## config.mk

```make
export PLATFORM = sky130hd
export DESIGN_NAME = irq_ctl
export DESIGN_NICKNAME = d
export VERILOG_FILES = /design/src/rtl/irq_ctl.sv
export SDC_FILE = /design/constraint.sdc
export NUM_CORES = 1
export LEC_CHECK = 0
export CORE_MARGIN = 3
export CORE_UTILIZATION = 52
export DETAILED_ROUTE_END_ITERATION = 10
export DONT_BUFFER_PORTS = 1
export HOLD_SLACK_MARGIN = 0.06
export PLACE_DENSITY = 0.67
export SYNTH_ARGS = -nofsm -noshare
export SYNTH_HDL_FRONTEND = slang
export SYNTH_SLANG_ARGS = --single-unit
```

## constraint.sdc

```tcl
create_clock -name clk -period 2 [get_ports clk]
set_input_delay 0.5 -clock clk [delete_from_list [all_inputs] [get_ports clk]]
set_output_delay 0.5 -clock clk [all_outputs]
set_load 0.02 [all_outputs]
```

## src/rtl/irq_ctl.sv

```systemverilog
// Fixed-priority interrupt controller: edge-detected sources, pending/mask registers,
// and a request/take/service/EOI handshake. Define IRQ_CTL_SYNC_EN to add a 2-flop input synchronizer.
module irq_ctl #(
  parameter int N_IRQ = 8
) (
  input  logic             clk,
  input  logic             reset_n,
  input  logic [N_IRQ-1:0] irq_src,
  input  logic             pc31,
  input  logic             take,
  input  logic             reg_we,
  input  logic [1:0]       reg_addr,
  input  logic [31:0]      reg_wdata,
  output logic [31:0]      reg_rdata,
  output logic             irq,
  output logic [4:0]       irq_id
);

  localparam logic [1:0] ADDR_PENDING = 2'd0;
  localparam logic [1:0] ADDR_MASK    = 2'd1;
  localparam logic [1:0] ADDR_CAUSE   = 2'd2;
  localparam logic [1:0] ADDR_EOI     = 2'd3;

  typedef enum logic [1:0] {
    IDLE,
    REQ,
    SERV
  } state_e;

  state_e           state_q;
  logic             irq_q;
  logic [4:0]       irqId_q;
  logic             causeValid_q;
  logic [4:0]       causeId_q;
  logic [N_IRQ-1:0] prev_q;
  logic [N_IRQ-1:0] pending_q;
  logic [N_IRQ-1:0] pending_d;
  logic [N_IRQ-1:0] mask_q;
  logic [N_IRQ-1:0] mask_d;

  logic [N_IRQ-1:0] srcEff;
  logic [N_IRQ-1:0] rise;
  logic [N_IRQ-1:0] w1cBits;
  logic [N_IRQ-1:0] takeClr;
  logic [N_IRQ-1:0] reqVec;
  logic [4:0]       sel;
  logic             wrPending;
  logic             wrMask;
  logic             eoiWrite;
  logic             takeAccept;
  logic             inflightMaskBit;
  logic             unusedWdata;

`ifdef IRQ_CTL_SYNC_EN
  logic [N_IRQ-1:0] sync1_q;
  logic [N_IRQ-1:0] sync2_q;

  always_ff @(posedge clk or negedge reset_n) begin
    if (!reset_n) begin
      sync1_q <= '0;
      sync2_q <= '0;
    end else begin
      sync1_q <= irq_src;
      sync2_q <= sync1_q;
    end
  end

  assign srcEff = sync2_q;
`else
  assign srcEff = irq_src;
`endif

  // Only the low N_IRQ bits of write data matter; fold the rest so they count as consumed.
  assign unusedWdata = ^reg_wdata;

  assign wrPending  = reg_we && (reg_addr == ADDR_PENDING);
  assign wrMask     = reg_we && (reg_addr == ADDR_MASK);
  assign eoiWrite   = reg_we && (reg_addr == ADDR_EOI);
  assign takeAccept = (state_q == REQ) && take;

  always_comb begin
    w1cBits         = wrPending ? reg_wdata[N_IRQ-1:0] : '0;
    mask_d          = wrMask ? reg_wdata[N_IRQ-1:0] : mask_q;
    rise            = srcEff & ~prev_q;
    reqVec          = pending_q & mask_q;
    takeClr         = '0;
    inflightMaskBit = 1'b0;
    sel             = '0;
    for (int i = 0; i < N_IRQ; i++) begin
      if (irqId_q == 5'(i)) begin
        takeClr[i]      = takeAccept;
        inflightMaskBit = mask_d[i];
      end
    end
    // Scan downward so the lowest set index (highest priority) is the last one written.
    for (int i = N_IRQ - 1; i >= 0; i--) begin
      if (reqVec[i]) begin
        sel = 5'(i);
      end
    end
    // A new edge beats a same-cycle software clear or take-clear of that bit.
    pending_d = (pending_q & ~w1cBits & ~takeClr) | rise;
  end

  always_ff @(posedge clk or negedge reset_n) begin
    if (!reset_n) begin
      prev_q    <= '0;
      pending_q <= '0;
      mask_q    <= '0;
    end else begin
      prev_q    <= srcEff;
      pending_q <= pending_d;
      mask_q    <= mask_d;
    end
  end

  always_ff @(posedge clk or negedge reset_n) begin
    if (!reset_n) begin
      state_q      <= IDLE;
      irq_q        <= 1'b0;
      irqId_q      <= '0;
      causeValid_q <= 1'b0;
      causeId_q    <= '0;
    end else begin
      case (state_q)
        IDLE: begin
          if ((|reqVec) && !pc31) begin
            state_q <= REQ;
            irq_q   <= 1'b1;
            irqId_q <= sel;
          end
        end
        REQ: begin
          // Take beats a kernel-mode entry in the same cycle; the id stays frozen until EOI.
          if (take) begin
            state_q      <= SERV;
            irq_q        <= 1'b0;
            causeValid_q <= 1'b1;
            causeId_q    <= irqId_q;
          end else if (pc31 || !inflightMaskBit) begin
            state_q <= IDLE;
            irq_q   <= 1'b0;
          end
        end
        SERV: begin
          if (eoiWrite) begin
            state_q      <= IDLE;
            causeValid_q <= 1'b0;
          end
        end
        default: begin
          state_q <= IDLE;
          irq_q   <= 1'b0;
        end
      endcase
    end
  end

  always_comb begin
    reg_rdata = '0;
    case (reg_addr)
      ADDR_PENDING: reg_rdata[N_IRQ-1:0] = pending_q;
      ADDR_MASK:    reg_rdata[N_IRQ-1:0] = mask_q;
      ADDR_CAUSE:   reg_rdata = {causeValid_q, 26'b0, causeId_q};
      default:      reg_rdata = '0;
    endcase
  end

  assign irq    = irq_q;
  assign irq_id = irqId_q;

endmodule

```

# Word level (Yosys, flattened, before mapping)
# Index checks and enable logic that the tools add are counted.
[classes] shift=0 n_bitwise=9 muxes=40 add_sub_neg=0 magnitude_cmp=0 multipliers=0 reduce_logical=18 div=0 n_eq_ne=16
[op_table] cell="two-way mux 5 bit" count=7
[op_table] cell="bitwise AND 8 bit" count=4
[op_table] cell="two-way mux 24 bit" count=1
[op_table] cell="NOT 8 bit" count=3
[op_table] cell="case mux 8 bit (3 select lines)" count=1
[op_table] cell="two-way mux 1 bit" count=21
[op_table] cell="== test 5 x 3 -> 1 bit (second input constant)" count=4
[op_table] cell="two-way mux 8 bit" count=2
[op_table] cell="== test 5 x 2 -> 1 bit (second input constant)" count=2
[op_table] cell="AND reduction 3 bit" count=3
[op_table] cell="two-way mux 2 bit" count=4
[op_table] cell="bitwise OR 8 bit" count=1
[op_table] cell="OR reduction 8 bit" count=1
[op_table] cell="== test 2 bit (second input constant)" count=3
[op_table] cell="inequality test 2 bit (second input constant)" count=3
[op_table] cell="case mux 2 bit (3 select lines)" count=1
[op_table] cell="== test 5 x 1 -> 1 bit (second input constant)" count=1
[op_table] cell="logical AND 1 bit" count=5
[op_table] cell="zero test 5 bit" count=1
[op_table] cell="== test 2 x 1 -> 1 bit (second input constant)" count=2
[op_table] cell="zero test 2 bit" count=2
[op_table] cell="AND reduction 2 bit" count=2
[op_table] cell="two-way mux 3 bit" count=1
[op_table] cell="inequality test 3 x 2 -> 1 bit (second input constant)" count=1
[op_table] cell="6 further kinds" count=7
[totals] rom_bits=0 n_memories=0 elab_cells=91 latchBits=0 ramBits=0 inputBits=47 register_bits=38 output_inout_bits=38

# Depth between registers and ports, before layout
# Gate-level depths: netlist of run 1.
[depth] depth_word=16 ltp_mapped=6 mapped_depth_nobuf=5

# Least setup slack after synthesis of run 1
# No wires, ideal clock.
[synth_path] path_type="input-to-output" from="in reg_addr[0]" to="out reg_rdata[0]" setup_slack_ns=0.126 required_ns=1.500 cell_stages=3 n_path_buf=1 arrival_time_ns=1.374 path_cell_list="buf_1 > mux2i_1 > o21ai_1"
[synth_between] elab_chain_cells=2 elab_cells_between_ends=4 classes_between="eq/ne (2); mux (1); reduce/logical (1)"
[synth_lines] element="start: declaration" line="12" rtl="input logic [1:0] reg_addr,"
[synth_lines] element="== test 2 bit (tied with other cells)" line="161" rtl="case (reg_addr)"
[synth_lines] element="case mux 8 bit (3 select lines) (*)" line="161"
[synth_lines] element="end: declaration" line="14" rtl="output logic [31:0] reg_rdata,"
# Mark *: on every way between the ends. The rest lies on a longest branch, timed or not.

# Worst setup path in the final report of run 1
[layout_path] from="reg mask_q[2]" to="out reg_rdata[2]"
[layout_between] elab_chain_cells=1
[layout_lines] element="start: declaration" line="38" rtl="logic [N_IRQ-1:0] mask_q;"
[layout_lines] element="start signal: assignment" line="113" rtl="mask_q <= mask_d;"
[layout_lines] element="case mux 8 bit (3 select lines)" line="161"
# Every way passes these cells.

==> flow_summary.html, run 1 <==
<table>
<tr><th>Metric</th><th>Value</th></tr>
<tr><th colspan="2">Status</th></tr>
<tr><td>Outcome</td><td>complete, no violations</td></tr>
<tr><th colspan="2">Final layout</th></tr>
<tr><td>Syn-to-layout area delta</td><td>3.932%</td></tr>
<tr><td>Final antenna diode count</td><td>0</td></tr>
<tr><td>Share of the core filled with cells</td><td>0.5659</td></tr>
<tr><td>Sequential cell area</td><td>850.8 um2</td></tr>
<tr><td>Multi-input gate area</td><td>829.5 um2</td></tr>
<tr><td>Total non-filler cell area in the finished layout</td><td>1918 um2</td></tr>
<tr><td>Ratio of cells with drive above 1 in the final layout</td><td>0.08911</td></tr>
<tr><td>Final instance count without filler cells</td><td>248</td></tr>
<tr><td>Filler cell count</td><td>320</td></tr>
<tr><td>Number of nets in the layout</td><td>248</td></tr>
<tr><th colspan="2">Worst setup path</th></tr>
<tr><td>Startpoint Class</td><td>flip-flop</td></tr>
<tr><td>Peak per-stage delay on the critical path</td><td>410 ps</td></tr>
<tr><td>WP buf/inv</td><td>0</td></tr>
<tr><td>Crit. End Element</td><td>output port</td></tr>
<tr><td>Kind of cell adding the most delay to the critical path</td><td>flip-flops</td></tr>
<tr><td>CP required</td><td>1500 ps</td></tr>
<tr><td>Critical path's slowest cell</td><td>sky130_fd_sc_hd__dfrtp_1</td></tr>
<tr><td>Crit path max fanout</td><td>5</td></tr>
<tr><td>Crit Path Class</td><td>reg2out</td></tr>
<tr><td>Ordered cell list for the critical path</td><td>mux2i_1 -&gt; o21ai_1</td></tr>
<tr><td>Arrival time worst endpoint</td><td>1240 ps</td></tr>
<tr><td>FF-to-FF setup slack</td><td>290 ps</td></tr>
<tr><th colspan="2">Yosys</th></tr>
<tr><td>Yosys warning count</td><td>0</td></tr>
<tr><td>Top area cells in the synthesized netlist</td><td>sky130_fd_sc_hd__dfrtp_1 46%, sky130_fd_sc_hd__buf_4 11%, sky130_fd_sc_hd__mux2i_1 6.0%, sky130_fd_sc_hd__nand2_1 5.9%, sky130_fd_sc_hd__o211ai_1 3.3%</td></tr>
<tr><td>Share of the yosys chip area belonging to registers</td><td>0.4610</td></tr>
<tr><td>Async SR Flop Fraction</td><td>1.000</td></tr>
<tr><td>Syn Inst Count</td><td>193</td></tr>
<tr><td>Synth Register Bits</td><td>34</td></tr>
<tr><td>Number of enable-type register cells in the synthesized netlist</td><td>0</td></tr>
<tr><td>Proportion of netlist area held by the largest area contributor</td><td>0.4610</td></tr>
<tr><td>Area leader, netlist</td><td>sky130_fd_sc_hd__dfrtp_1</td></tr>
<tr><td>Most instantiated flip-flop cell in the synthesis netlist</td><td>sky130_fd_sc_hd__dfrtp_1</td></tr>
<tr><td>Syn Area/Cell</td><td>9.562 um2</td></tr>
<tr><td>Cell Area, Synth</td><td>1846 um2</td></tr>
<tr><td>Post-synth cell types</td><td>39</td></tr>
<tr><th colspan="2">Power and ir drop</th></tr>
<tr><td>Share of power burned in combinational logic</td><td>0.328</td></tr>
<tr><td>P_sw</td><td>0.9242 mW</td></tr>
<tr><td>Power per cell area</td><td>1215 nW/um2</td></tr>
<tr><td>Peak supply drop</td><td>0.5785 mV</td></tr>
<tr><td>Design Power</td><td>2.331 mW</td></tr>
<tr><td>Static leakage</td><td>0.8921 nW</td></tr>
<tr><td>Share of power burned in the clock network</td><td>0.211</td></tr>
<tr><td>Sequential group share of total power</td><td>0.461</td></tr>
<tr><td>Switching part of the total</td><td>0.3965</td></tr>
<tr><td>Int Power</td><td>1.407 mW</td></tr>
<tr><th colspan="2">Worst hold path</th></tr>
<tr><td>Class of the worst hold path</td><td>in2reg</td></tr>
<tr><th colspan="2">STA</th></tr>
<tr><td>Endpoints failing hold</td><td>0</td></tr>
<tr><td>Endpoints failing setup</td><td>0</td></tr>
<tr><td>Measured slew at the worst slew-check pin</td><td>544.6 ps</td></tr>
<tr><td>Worst-case headroom to the max-slew limit</td><td>0.6342</td></tr>
<tr><td>Setup TNS</td><td>0 ps</td></tr>
<tr><td>Share of the clock period used by the worst path after layout</td><td>0.8694</td></tr>
<tr><td>Post-route minimum period</td><td>1739 ps</td></tr>
<tr><td>Achievable clock frequency</td><td>575.1 MHz</td></tr>
<tr><td>Worst Slack Setup Final</td><td>261.2 ps</td></tr>
<tr><td>Final worst hold slack</td><td>169.0 ps</td></tr>
<tr><td>RSZ-0062 raised after global routing</td><td>no</td></tr>
<tr><td>Number of max-slew violations in the final report</td><td>0</td></tr>
<tr><td>Clock skew after layout</td><td>12.69 ps</td></tr>
<tr><th colspan="2">CTS</th></tr>
<tr><td>Post-CTS repair timing setup buffer count</td><td>0</td></tr>
<tr><td>H-tree Lvls</td><td>2</td></tr>
<tr><td>Number of clock sinks</td><td>34</td></tr>
<tr><td>Total CTS buffers</td><td>5</td></tr>
<tr><td>Clock tree root driver cell</td><td>sky130_fd_sc_hd__clkbuf_4</td></tr>
<tr><td>Clock latency reported for the late side of the worst-skew pair</td><td>340 ps</td></tr>
<tr><td>Clock transition at the register clock pins on the worst setup and hold paths after CTS</td><td>110 ps</td></tr>
<tr><td>TritonCTS clock tree</td><td>yes</td></tr>
<tr><td>Quantity of gates resized following cts</td><td>0</td></tr>
<tr><td>Clock buffer depth</td><td>2</td></tr>
<tr><th colspan="2">Route</th></tr>
<tr><td>Number of antenna-violating nets in the routed design</td><td>0</td></tr>
<tr><td>Vias</td><td>1383</td></tr>
<tr><td>Initial DRC count</td><td>65</td></tr>
<tr><td>First-pass DRT Iterations</td><td>4</td></tr>
<tr><td>Detailed-route DRC error count</td><td>0</td></tr>
<tr><td>Vias per Instance</td><td>5.577</td></tr>
<tr><td>Total wire length after detailed routing</td><td>4.042 mm</td></tr>
<tr><td>Routed WL per cell</td><td>16.30 um</td></tr>
<tr><th colspan="2">Floorplan</th></tr>
<tr><td>Initial standard-cell utilization of the core</td><td>0.5445</td></tr>
<tr><td>Total I/O pin count</td><td>85</td></tr>
<tr><td>Die footprint</td><td>4300 um2</td></tr>
<tr><td>Core ar.</td><td>3390 um2</td></tr>
<tr><td>Die Height</td><td>65.58 um</td></tr>
<tr><td>Horizontal die dimension</td><td>65.58 um</td></tr>
<tr><td>Number of placement rows</td><td>21</td></tr>
<tr><th colspan="2">Global routing</th></tr>
<tr><td>First-pass GRT wire length</td><td>6.465 mm</td></tr>
<tr><td>Via count of the first global-routing pass</td><td>1393</td></tr>
<tr><td>Largest net degree at the start of global routing</td><td>35</td></tr>
<tr><td>Total congestion overflow</td><td>0</td></tr>
<tr><td>Antenna violations before repair</td><td>0</td></tr>
<tr><td>Global-route usage over all layers</td><td>0.2060</td></tr>
<tr><th colspan="2">Placed design</th></tr>
<tr><td>Worst-case setup slack after placement</td><td>30.88 ps</td></tr>
<tr><td>Post-Place Cell Area</td><td>1813 um2</td></tr>
<tr><td>Cell count after placement</td><td>238</td></tr>
<tr><td>HPWL after detailed placement</td><td>3.016 mm</td></tr>
<tr><td>IO buf count</td><td>0</td></tr>
<tr><td>Final GP Congestion</td><td>0.8407</td></tr>
<tr><th colspan="2">Job</th></tr>
<tr><td>Maximum capacitance violations</td><td>0</td></tr>
</table>
==> what timing repair did <==
item / CTS / global route
endpoints found under the setup margin: 0 / 0
endpoints found under the hold margin: 34 / 0
hold buffers: 2 / 0
==> layout by cell type, fill, tap and decap left out, drive strengths merged <==
cell type,synthesis,routed
o211ai,8,8
nand4,1,1
and2,1,1
nor2b,2,2
a32o,1,1
nor4,1,1
nand3b,1,1
dfrtp,34,34
nand3,5,5
mux4,1,1
a22o,1,1
a22oi,4,4
o22ai,1,1
mux2i,11,11
nor3b,3,3
o31ai,1,1
o21ai,14,14
a21oi,4,4
o21a,1,1
clkbuf,1,7
dlygate4sd3,0,1
buf,27,4
conb,1,25
inv,14,14
bufinv,0,1
mux2,7,7
nor2,9,9
or2,1,1
a211oi,1,1
a31oi,1,1
nand2,29,29
o22a,1,1
o2111a,1,1
a311oi,1,1
o21bai,1,1
nor3,3,3
==> logic make-up (layout without fill, tap and decap cells) <==
| logic type | Yosys count | after routing | synth area share |
|---|---|---|---|
| mux | 19 | 19 | 0.1166 |
| other cells | 1 | 25 | 0.002032 |
| simple gates | 56 | 56 | 0.1356 |
| compound gates | 41 | 41 | 0.1465 |
| buf+inv | 42 | 27 | 0.1383 |
| flops | 34 | 34 | 0.4610 |
==> layout make-up <==
type | count | share of cell area
clock inverters | 1 | 0.01566
flip-flops and latches | 34 | 0.4436
repair buffers | 5 | 0.02740
clock buffers | 7 | 0.02348
well taps | 46 | 0.03001
inverters | 14 | 0.02740
multi-input cells | 141 | 0.4325
==> per-layer routing <==
metal	wire [um]	global-route usage	vias up
met4	73	0.09067	0
met3	327	0.08205	7
li1	-	-	637
met1	1691	0.2511	680
met5	0	0	-
met2	1950	0.3211	59
==> state kept, by name, indices dropped and copies added (netlist names) <==
signal,cells
irq,1
causeValid_q,1
causeId_q,3
pending_q,8
mask_q,8
irq_id,3
prev_q,8
state_q,2
==> worst paths after layout <==
| kind | startpoint | endpoint | depth (start not counted) |
|---|---|---|---|
| max | mask_q[2] | reg_rdata[2] | 2 |
| min | irq_src[5] | prev_q[5] | 0 |
| max reg2reg | irq_id[0] | irq | 5 |
| min reg2reg | prev_q[0] | pending_q[0] | 1 |
| max in group asynchronous | reset_n | mask_q[4] | 2 |
| min in group asynchronous | reset_n | causeValid_q | 2 |
==> power by group through the flow <==
stage	registers (mW)	clock network (mW)	logic [mW]
after floorplan	1.05	0	0.608
after global placement	1.07	0	0.709
after detailed placement	1.09	0	0.735
after CTS	1.07	0.502	0.761
after global routing	1.10	0.543	0.847
final	1.07	0.492	0.764
==> cells in the mapped netlist, types with 2 or more instances <==
cell type and n:
sky130_fd_sc_hd__mux2i_1 11, sky130_fd_sc_hd__nor2b_1 2, sky130_fd_sc_hd__nor3_1 3, sky130_fd_sc_hd__nand2_1 29
sky130_fd_sc_hd__buf_4 26, sky130_fd_sc_hd__nor3b_1 3, sky130_fd_sc_hd__o21ai_1 10, sky130_fd_sc_hd__nor2_1 9
sky130_fd_sc_hd__a22oi_1 4, sky130_fd_sc_hd__dfrtp_1 34, sky130_fd_sc_hd__mux2_2 5, sky130_fd_sc_hd__nand3_1 5
sky130_fd_sc_hd__a21oi_1 4, sky130_fd_sc_hd__o211ai_1 8, sky130_fd_sc_hd__inv_1 13, sky130_fd_sc_hd__o21ai_0 4
(Power assumes the default switching activity.)
==> inputs of run 2 (changes only) <==
--- a/config.mk
+++ b/config.mk
@@ -6,11 +6,10 @@
 export NUM_CORES = 1
 export LEC_CHECK = 0
 export CORE_MARGIN = 3
-export CORE_UTILIZATION = 52
+export CORE_UTILIZATION = 40
 export DETAILED_ROUTE_END_ITERATION = 10
 export DONT_BUFFER_PORTS = 1
 export HOLD_SLACK_MARGIN = 0.06
-export PLACE_DENSITY = 0.67
 export SYNTH_ARGS = -nofsm -noshare
 export SYNTH_HDL_FRONTEND = slang
 export SYNTH_SLANG_ARGS = --single-unit
==> flow_summary.html, run 2 (synthesized netlist as in run 1, its figures left out) <==
<table>
<tr><th>Metric</th><th>Value</th></tr>
<tr><th colspan="2">Status</th></tr>
<tr><td>Outcome</td><td>complete, no violations</td></tr>
<tr><th colspan="2">Floorplan</th></tr>
<tr><td>Die footprint</td><td>5465 um2</td></tr>
<tr><td>Core ar.</td><td>4414 um2</td></tr>
<tr><td>Horizontal die dimension</td><td>73.93 um</td></tr>
<tr><td>Initial standard-cell utilization of the core</td><td>0.4181</td></tr>
<tr><td>Number of placement rows</td><td>24</td></tr>
<tr><td>Total I/O pin count</td><td>85</td></tr>
<tr><td>Die Height</td><td>73.93 um</td></tr>
<tr><th colspan="2">Final layout</th></tr>
<tr><td>Ratio of cells with drive above 1 in the final layout</td><td>0.09852</td></tr>
<tr><td>Total non-filler cell area in the finished layout</td><td>1962 um2</td></tr>
<tr><td>Largest registers in the final layout</td><td>mask_q x8, pending_q x8, prev_q x8</td></tr>
<tr><td>Top library cells by usage in the layout, fill and taps aside</td><td>34 x sky130_fd_sc_hd__dfrtp_1, 29 x sky130_fd_sc_hd__nand2_1, 25 x sky130_fd_sc_hd__conb_1</td></tr>
<tr><td>Share of the core filled with cells</td><td>0.4444</td></tr>
<tr><td>Syn-to-layout area delta</td><td>6.305%</td></tr>
<tr><td>Final antenna diode count</td><td>0</td></tr>
<tr><td>Leading cell type in the layout, fill and taps excluded</td><td>sky130_fd_sc_hd__dfrtp_1</td></tr>
<tr><td>Filler cell count</td><td>419</td></tr>
<tr><td>Number of nets in the layout</td><td>249</td></tr>
<tr><td>Final instance count without filler cells</td><td>255</td></tr>
<tr><th colspan="2">STA</th></tr>
<tr><td>Setup TNS</td><td>0 ps</td></tr>
<tr><td>Worst-case headroom to the max-slew limit</td><td>0.6526</td></tr>
<tr><td>Endpoints failing hold</td><td>0</td></tr>
<tr><td>Post-route minimum period</td><td>1706 ps</td></tr>
<tr><td>Final worst hold slack</td><td>236.5 ps</td></tr>
<tr><td>RSZ-0062 raised after global routing</td><td>no</td></tr>
<tr><td>Endpoints failing setup</td><td>0</td></tr>
<tr><td>Share of the clock period used by the worst path after layout</td><td>0.8532</td></tr>
<tr><td>Worst Slack Setup Final</td><td>293.6 ps</td></tr>
<tr><td>Achievable clock frequency</td><td>586.0 MHz</td></tr>
<tr><td>Clock skew after layout</td><td>6.572 ps</td></tr>
<tr><td>Measured slew at the worst slew-check pin</td><td>517.1 ps</td></tr>
<tr><td>Number of max-slew violations in the final report</td><td>0</td></tr>
<tr><th colspan="2">CTS</th></tr>
<tr><td>Clock transition at the register clock pins on the worst setup and hold paths after CTS</td><td>70 ps</td></tr>
<tr><td>Number of clock sinks</td><td>34</td></tr>
<tr><td>Total CTS buffers</td><td>5</td></tr>
<tr><td>TritonCTS clock tree</td><td>yes</td></tr>
<tr><td>Quantity of gates resized following cts</td><td>0</td></tr>
<tr><td>Clock tree root driver cell</td><td>sky130_fd_sc_hd__clkbuf_8</td></tr>
<tr><td>H-tree Lvls</td><td>2</td></tr>
<tr><td>Clock latency reported for the late side of the worst-skew pair</td><td>290 ps</td></tr>
<tr><td>Clock buffer depth</td><td>2</td></tr>
<tr><th colspan="2">Power and ir drop</th></tr>
<tr><td>Static leakage</td><td>0.9116 nW</td></tr>
<tr><td>Sequential group share of total power</td><td>0.442</td></tr>
<tr><td>Share of power burned in combinational logic</td><td>0.335</td></tr>
<tr><td>Int Power</td><td>1.436 mW</td></tr>
<tr><td>Design Power</td><td>2.378 mW</td></tr>
<tr><td>Power per cell area</td><td>1212 nW/um2</td></tr>
<tr><td>Share of power burned in the clock network</td><td>0.222</td></tr>
<tr><td>Peak supply drop</td><td>0.5648 mV</td></tr>
<tr><td>Switching part of the total</td><td>0.3961</td></tr>
<tr><td>P_sw</td><td>0.9418 mW</td></tr>
<tr><th colspan="2">Placed design</th></tr>
<tr><td>HPWL after detailed placement</td><td>3.108 mm</td></tr>
<tr><td>Post-Place Cell Area</td><td>1841 um2</td></tr>
<tr><td>Worst-case setup slack after placement</td><td>105.0 ps</td></tr>
<tr><td>IO buf count</td><td>0</td></tr>
<tr><td>Cell count after placement</td><td>245</td></tr>
<tr><td>Final GP Congestion</td><td>0.7913</td></tr>
<tr><th colspan="2">Global routing</th></tr>
<tr><td>Via count of the first global-routing pass</td><td>1276</td></tr>
<tr><td>Global-route usage over all layers</td><td>0.1642</td></tr>
<tr><td>Largest net degree at the start of global routing</td><td>35</td></tr>
<tr><td>Antenna violations before repair</td><td>0</td></tr>
<tr><td>Total congestion overflow</td><td>0</td></tr>
<tr><td>First-pass GRT wire length</td><td>6.589 mm</td></tr>
<tr><th colspan="2">Worst setup path</th></tr>
<tr><td>Crit. End Element</td><td>output port</td></tr>
<tr><td>Critical path's slowest cell</td><td>sky130_fd_sc_hd__dfrtp_1</td></tr>
<tr><td>FF-to-FF setup slack</td><td>290 ps</td></tr>
<tr><td>Worst r2r src</td><td>irq_id[0]</td></tr>
<tr><td>Endpoint of the worst-slack reg-to-reg timing path</td><td>irq</td></tr>
<tr><td>Crit path max fanout</td><td>5</td></tr>
<tr><td>Peak per-stage delay on the critical path</td><td>420 ps</td></tr>
<tr><td>Arrival time worst endpoint</td><td>1210 ps</td></tr>
<tr><td>Ordered cell list for the critical path</td><td>mux2i_1 -&gt; o21ai_1</td></tr>
<tr><td>Crit Path Class</td><td>reg2out</td></tr>
<tr><td>CP required</td><td>1500 ps</td></tr>
<tr><td>Startpoint Class</td><td>flip-flop</td></tr>
<tr><td>Cell count of the worst reg-to-reg path</td><td>5</td></tr>
<tr><th colspan="2">Route</th></tr>
<tr><td>Number of antenna-violating nets in the routed design</td><td>0</td></tr>
<tr><td>First-pass DRT Iterations</td><td>4</td></tr>
<tr><td>Detailed-route DRC error count</td><td>0</td></tr>
<tr><td>Total wire length after detailed routing</td><td>4.172 mm</td></tr>
<tr><td>Vias per Instance</td><td>5.271</td></tr>
<tr><td>Vias</td><td>1344</td></tr>
<tr><td>Routed WL per cell</td><td>16.36 um</td></tr>
<tr><td>Initial DRC count</td><td>34</td></tr>
<tr><th colspan="2">Worst hold path</th></tr>
<tr><td>Worst min-delay path startpoint</td><td>irq_src[1]</td></tr>
<tr><td>Class of the worst hold path</td><td>in2reg</td></tr>
<tr><td>Min-Delay Endpoint</td><td>prev_q[1]</td></tr>
<tr><td>Number of instances on the worst hold path</td><td>0</td></tr>
<tr><th colspan="2">Job</th></tr>
<tr><td>Maximum capacitance violations</td><td>0</td></tr>
</table>
==> run 2: worst max path at each step <==
stage / startpoint / end / slack, ps / depth (start not counted)
2_1_floorplan: reg_addr[0] / reg_rdata[0] / 130 / 3
3_3_place_gp: reg_addr[1] / irq / 90 / 6
3_5_place_dp: reg_addr[1] / irq / 100 / 6
4_1_cts: mask_q[2] / reg_rdata[2] / 280 / 2
5_1_grt: irq_id[0] / irq / 230 / 5
6_report: mask_q[2] / reg_rdata[2] / 290 / 2
==> run 2: metal layers <==
layer | part of all wire | GRT usage | up-vias
li1 | - | - | 634
met1 | 0.44 | 0.2205 | 662
met2 | 0.46 | 0.2490 | 44
met3 | 0.080 | 0.05198 | 4
met4 | 0.013 | 0.06036 | 0
met5 | 0 | 0 | -
==> run 2: worst max-delay path: cells and delay by family, from the launching register on <==
kind	cells	cell delay (ps)
mux	1	140
compound gates	1	370
flops	1	420
==> run 2: final cells by class <==
type,instances,area (um2),area share
inverter,14,52.55,0.02679
multi-input combinational,141,829.5,0.4228
clock buffer,7,86.33,0.04401
clock inverter,1,5.005,0.002551
sequential,34,850.8,0.4337
tap,52,65.06,0.03316
timing repair buffer,6,72.57,0.03699
==> run 2: power groups by stage <==
stage	Combinational (mW)	Sequential [mW]	Clock, mW
6_report	0.797	1.05	0.528
5_1_grt	0.891	1.08	0.569
4_1_cts	0.799	1.05	0.541
3_5_place_dp	0.775	1.07	0
3_3_place_gp	0.768	1.06	0
2_1_floorplan	0.608	1.05	0
==> run 2: repair_timing <==
action / CTS / global route
endpoints found under the hold margin: 34 / 0
hold buffers: 2 / 0
setup buffers: 0 / 0
